`src/rtl/uart_tx_param.sv`:
```
// Parametrised UART transmitter: idle-high line, low start bit, LSB-first payload,
// optional odd/even parity and one or two stop bits, bit timing from an internal baud divider.
module uart_tx_param #(
  parameter int unsigned DATA_BITS    = 8,
  parameter int unsigned CLKS_PER_BIT = 16,
  parameter int unsigned PARITY       = 0,
  parameter int unsigned STOP_BITS    = 1
) (
  input  logic                 CLK_TX,
  input  logic                 RST,
  input  logic [DATA_BITS-1:0] DATA,
  input  logic                 TRG,
  output logic                 TX,
  output logic                 BUSY,
  output logic                 DONE
);

  if (DATA_BITS < 5 || DATA_BITS > 9) begin : g_bad_data_bits
    $error("uart_tx_param: DATA_BITS must be 5..9");
  end
  if (CLKS_PER_BIT < 2) begin : g_bad_clks_per_bit
    $error("uart_tx_param: CLKS_PER_BIT must be >= 2");
  end
  if (PARITY > 2) begin : g_bad_parity
    $error("uart_tx_param: PARITY must be 0, 1 or 2");
  end
  if (STOP_BITS < 1 || STOP_BITS > 2) begin : g_bad_stop_bits
    $error("uart_tx_param: STOP_BITS must be 1 or 2");
  end

  localparam int unsigned CW = $clog2(CLKS_PER_BIT);
  localparam int unsigned BW = $clog2(DATA_BITS);
  localparam logic [CW-1:0] BAUD_LAST = CW'(CLKS_PER_BIT - 1);
  localparam logic [BW-1:0] BIT_LAST  = BW'(DATA_BITS - 1);
  localparam logic          STOP_LAST = 1'(STOP_BITS - 1);
  localparam logic          ODD       = (PARITY == 1);

  typedef enum logic [2:0] {
    S_IDLE  = 3'd0,
    S_START = 3'd1,
    S_DATA  = 3'd2,
    S_PAR   = 3'd3,
    S_STOP  = 3'd4
  } state_t;

  state_t                 state, state_nx;
  logic [CW-1:0]          baud_cnt, baud_nx;
  logic [BW-1:0]          bit_idx, bit_nx;
  logic                   stop_idx, stop_nx;
  logic [DATA_BITS-1:0]   data_buf, buf_nx;
  logic                   tx_nx, busy_nx, done_nx;
  logic                   baud_end;
  logic                   par_bit;

  assign baud_end = (baud_cnt == BAUD_LAST);
  assign par_bit  = (^data_buf) ^ ODD;

  always_ff @(posedge CLK_TX) begin
    if (RST) begin
      state    <= S_IDLE;
      baud_cnt <= '0;
      bit_idx  <= '0;
      stop_idx <= 1'b0;
      data_buf <= '0;
      TX       <= 1'b1;
      BUSY     <= 1'b0;
      DONE     <= 1'b0;
    end else begin
      state    <= state_nx;
      baud_cnt <= baud_nx;
      bit_idx  <= bit_nx;
      stop_idx <= stop_nx;
      data_buf <= buf_nx;
      TX       <= tx_nx;
      BUSY     <= busy_nx;
      DONE     <= done_nx;
    end
  end

  always_comb begin
    state_nx = state;
    baud_nx  = baud_cnt;
    bit_nx   = bit_idx;
    stop_nx  = stop_idx;
    buf_nx   = data_buf;
    done_nx  = 1'b0;
    tx_nx    = 1'b1;

    if (state != S_IDLE) begin
      baud_nx = baud_end ? '0 : baud_cnt + CW'(1);
    end

    case (state)
      S_IDLE: begin
        if (TRG) begin
          buf_nx   = DATA;
          state_nx = S_START;
          baud_nx  = '0;
        end
      end
      S_START: begin
        if (baud_end) begin
          state_nx = S_DATA;
          bit_nx   = '0;
        end
      end
      S_DATA: begin
        if (baud_end) begin
          if (bit_idx == BIT_LAST) begin
            state_nx = (PARITY != 0) ? S_PAR : S_STOP;
            stop_nx  = 1'b0;
          end else begin
            bit_nx = bit_idx + BW'(1);
          end
        end
      end
      S_PAR: begin
        if (baud_end) begin
          state_nx = S_STOP;
          stop_nx  = 1'b0;
        end
      end
      S_STOP: begin
        if (baud_end) begin
          if (stop_idx == STOP_LAST) begin
            state_nx = S_IDLE;
            done_nx  = 1'b1;
          end else begin
            stop_nx = stop_idx + 1'b1;
          end
        end
      end
      default: begin
        state_nx = S_IDLE;
        baud_nx  = '0;
      end
    endcase

    // TX is registered, so it is decoded from where the FSM is going next
    busy_nx = (state_nx != S_IDLE);
    case (state_nx)
      S_START: tx_nx = 1'b0;
      S_DATA:  tx_nx = buf_nx[bit_nx];
      S_PAR:   tx_nx = par_bit;
      default: tx_nx = 1'b1;
    endcase
  end

endmodule

```
`config.mk`:
```
export PLATFORM = sky130hd
export DESIGN_NAME = uart_tx_param
export DESIGN_NICKNAME = d
export VERILOG_FILES = /design/src/rtl/uart_tx_param.sv
export SDC_FILE = /design/constraint.sdc
export NUM_CORES = 1
export LEC_CHECK = 0
export BUFFER_PORTS_ARGS = -buffer_cell sky130_fd_sc_hd__buf_2
export CORE_ASPECT_RATIO = 0.9
export CORE_MARGIN = 4
export CORE_UTILIZATION = 53
export DETAILED_ROUTE_END_ITERATION = 8
export PLACE_DENSITY_LB_ADDON = 0.2
export SETUP_SLACK_MARGIN = 0.3
export SKIP_LAST_GASP = 1
export SLEW_MARGIN = 20
export SYNTH_ARGS = -nofsm -noshare
export SYNTH_HDL_FRONTEND = slang
export SYNTH_SLANG_ARGS = --single-unit
```
`constraint.sdc`:
```
create_clock -name CLK_TX -period 3.35 [get_ports CLK_TX]
set_input_delay 0.335 -clock CLK_TX [delete_from_list [all_inputs] [get_ports CLK_TX]]
set_output_delay 0.335 -clock CLK_TX [all_outputs]
set_load 0.01 [all_outputs]
```
==> impl.org <==
** Route
- First DRT Iteration DRCs :: 22
- After detailed routing, the number of vias per cell comes to 5.87.
- Total number of vias :: 974
- The count of nets left with antenna violations once routing finished came out at 0.
- DRC Markers :: 0
- After detailed routing, the average wire length per cell comes to 14.4 µm.
- For this block, the routed nets add up to 2390 µm of wire.
- Before antenna repair, the detailed router went through 6 iterations.

** Clock tree
- Clock latency on the worst-skew pair, taken at its later pin, is 310 ps.
- Clock-pin slew reported for the worst setup and hold paths after clock tree synthesis :: 120 ps
- Library cell used as clock root buffer :: sky130_fd_sc_hd__clkbuf_4
- Counting along the longest clock path gives a buffer depth of 2.
- CTS built an H-tree with a depth of 1.
- TritonCTS clock tree :: yes
- Sinks on the clock net :: 21
- In this run the post-CTS setup repair buffer count came out at 0.
- Resized cells post-CTS :: 0
- Hold repair after CTS inserted 0 buffers.
- TritonCTS created 3 clock buffers.

** STA
- FMAX :: 473 MHz
- Setup violations remaining at the end of the flow were counted as 0.
- Final critical path time including I/O delays and setup :: 2110 ps
- Transition time of the tightest slew-check pin :: 589 ps
- Final TNS setup :: 0 ps
- Share of the clock period used by the worst path after layout :: 63.1%
- Worst max-slew margin expressed relative to the limit :: 60.6%
- Count of final hold-check violations :: 0
- Worst Clk Skew :: 1.72 ps
- The number of pins with negative max-slew slack in the final report came to 0.
- RSZ-0062 raised after global routing :: no

** Logic synthesis
- Synth Area in Adders :: 2.08%
- The synthesized design contains 0 enable-type register cells.
- Combined area of all synthesized cells :: 1200 µm²
- Counting every instance in the synthesized netlist gives 128.
- Counting flops with an async set or reset pin after synthesis yields a share of 0%.
- After synthesis, the cell types taking the most area are sky130_fd_sc_hd__dfxtp_1 (35%), sky130_fd_sc_hd__mux2i_1 (10%), sky130_fd_sc_hd__nor2_1 (6.5%), sky130_fd_sc_hd__xnor2_1 (4.4%), sky130_fd_sc_hd__xor2_1 (3.6%).
- The synthesized design spends more area on one cell type than any other, namely sky130_fd_sc_hd__dfxtp_1.
- Main synth FF type :: sky130_fd_sc_hd__dfxtp_1
- Per-instance average area after synthesis :: 9.41 µm²
- For this run, the number of Yosys warnings is 0.
- By area, the combinational part of the netlist is dominated by simple AND/OR/NAND/NOR gates.
- Summing the areas of all compound-gate instances in the mapped netlist gives 14.0% of the synthesized area.
- Sequential cells were found to cover 34.9% of the synthesized design area.
- Share of synthesized cell area in and, or, nand and nor gates :: 25.1%
- When the netlist entered floorplanning its net count stood at 141.
- Number of flip-flops and latches in the synthesized netlist :: 21
- XOR/XNOR share of the synthesized area :: 8.00%
- Of the post-synthesis cell area, the dominant cell type holds 34.9%.
- The synthesized netlist contains 41 unique library cells.
- In the synthesized netlist, mux cells make up 11.8% of the area.

** GRT
- Aggregate global routing overflow :: 0
- Largest net degree at the start of global routing :: 22
- The via count of the first global-routing pass is 941.
- Global routing used 17.8% of the available tracks.
- The first global-routing pass estimated 4140 µm of wire.
- The number of antenna violations at the first check in global routing is 0.

** Floorplan
- Die W :: 58.3 µm
- The total area inside the core boundary comes to 2160 µm².
- The initial utilization of the core area, before any placement, comes to 55.7%.
- In this run the core area contains 16 standard-cell rows.
- The die covers 3100 µm².
- In this run the vertical extent of the chip is 53.2 µm.
- # IOs :: 14

** Run
- Max-capacitance violation count :: 0

** Critical path
- At the worst endpoint, the arrival time is 2310 ps.
- Critical path peak fanout :: 13
- Walking the worst path, the cells encountered are nor2_4 > nand3b_1 > mux2i_1 > a21oi_1 > a22oi_1 > o2111ai_1.
- WP data required :: 3540 ps
- Element type at the critical path end :: register
- The slowest stage of the critical path is the sky130_fd_sc_hd__dfxtp_1 cell.
- Largest stage delay on the critical path :: 690 ps
- The worst setup path is of the reg -> reg kind.
- Critical Path Start Type :: register

** Power and ir drop
- Leakage power of the design :: 0.529 nW
- Max VDD drop :: 0.000316 V
- In this run the power density over the cells is 370 nW/µm².
- Power, Total :: 0.476 mW

** Min path
- The path class of the tightest hold or removal check is in -> reg.

** Place
- RePlAce Congestion :: 0.767
- Once detailed placement completed, the half-perimeter wirelength came to 1790 µm.
- During placement, the flow inserted port buffers numbering 13.

** Finish
- The net count of the finished layout is 153.
- At the end of the flow the core is filled with cells to 59.4%.
- In the final layout, the share of cells above drive strength 1 is 19.4%.
- 0 antenna diodes ended up in the layout.
- Number of inserted filler cells in the final layout :: 188
- The top cell types in the final layout, fill and taps aside, are sky130_fd_sc_hd__dfxtp_1 (21), sky130_fd_sc_hd__nor2_1 (21), sky130_fd_sc_hd__buf_2 (13), sky130_fd_sc_hd__mux2i_1 (12), sky130_fd_sc_hd__a21oi_1 (8).
- Relative to the synthesized area, the layout overhead comes to 6.65%.

** Status
- Status :: completed
worst max-delay path: cells and delay by family (launching register included):
family / cells / cell delay (ps)
and+or+nand+nor: 2 / 590
DFF: 1 / 690
AOI/OAI and AO/OA: 3 / 410
muxes: 1 / 300
per-layer routing:
layer | vias up | track usage [%] | share of wire, %
li1 | 486 | - | -
met1 | 458 | 23.2 | 47
met2 | 28 | 27.5 | 45
met3 | 2 | 6.34 | 7.5
met4 | 0 | 5.02 | 0.54
met5 | - | 0 | 0
stage by stage:
stage,setup WS [ps],hold WS (ps),cells,area [µm²]
floorplan,1520,479,128,1200
global placement,1320,530,162,1250
detailed placement,1240,535,162,1250
CTS,1220,237,166,1280
global route,1030,271,166,1280
finish,1240,248,166,1280
path summary, 6_finish.rpt:
kind / from / to / slack, ps / cells past startpoint
hold reg to reg: data_buf[4] / data_buf[4] / 550 / 2
hold / removal: DATA[7] / data_buf[7] / 250 / 3
setup reg to reg: state[0] / TX / 1240 / 6
setup / recovery: state[0] / TX / 1240 / 6
report_power, final:
part	internal [mW]	leakage (nW)	switching (mW)
clock network	0.0455	0.0139	0.0830
logic	0.0370	0.344	0.0370
registers	0.261	0.172	0.0128
total	0.343	0.529	0.133
state kept, by name (all words and copies together), names as in the netlist:
signal / flops
DONE: 1
baud_cnt: 4
state: 3
BUSY: 1
data_buf: 8
bit_idx: 3
TX: 1
logic make-up (layout without fill, tap and decap cells):
logic type | count (synthesis) | after routing
DFF | 21 | 21
buffers and inverters | 6 | 17
adders and majority gates | 2 | 2
muxes | 13 | 13
AOI/OAI and AO/OA | 23 | 23
xor gates and xnor gates | 11 | 11
and+or+nand+nor | 52 | 52
cells in the mapped netlist, types with 2 or more instances:
master and count:
sky130_fd_sc_hd__dfxtp_1 21, sky130_fd_sc_hd__xor2_1 5, sky130_fd_sc_hd__nand3b_1 4, sky130_fd_sc_hd__nor3_1 5, sky130_fd_sc_hd__xnor2_1 6, sky130_fd_sc_hd__clkbuf_1 3
sky130_fd_sc_hd__nand2_1 5, sky130_fd_sc_hd__mux2i_1 12, sky130_fd_sc_hd__nand3_1 4, sky130_fd_sc_hd__o21ai_0 2, sky130_fd_sc_hd__ha_1 2, sky130_fd_sc_hd__a21oi_1 8
sky130_fd_sc_hd__buf_6 2, sky130_fd_sc_hd__a22oi_1 2, sky130_fd_sc_hd__nor2_1 21
final cells by class:
type                       count  area (µm²)  area share, %
sequential                    21         420           32.7
timing repair buffer          13        65.1           5.06
tap                           27        33.8           2.63
multi-input combinational    101         736           57.3
clock buffer                   3        22.5           1.75
clock inverter                 1        7.51          0.584
(Power assumes the default switching activity.)
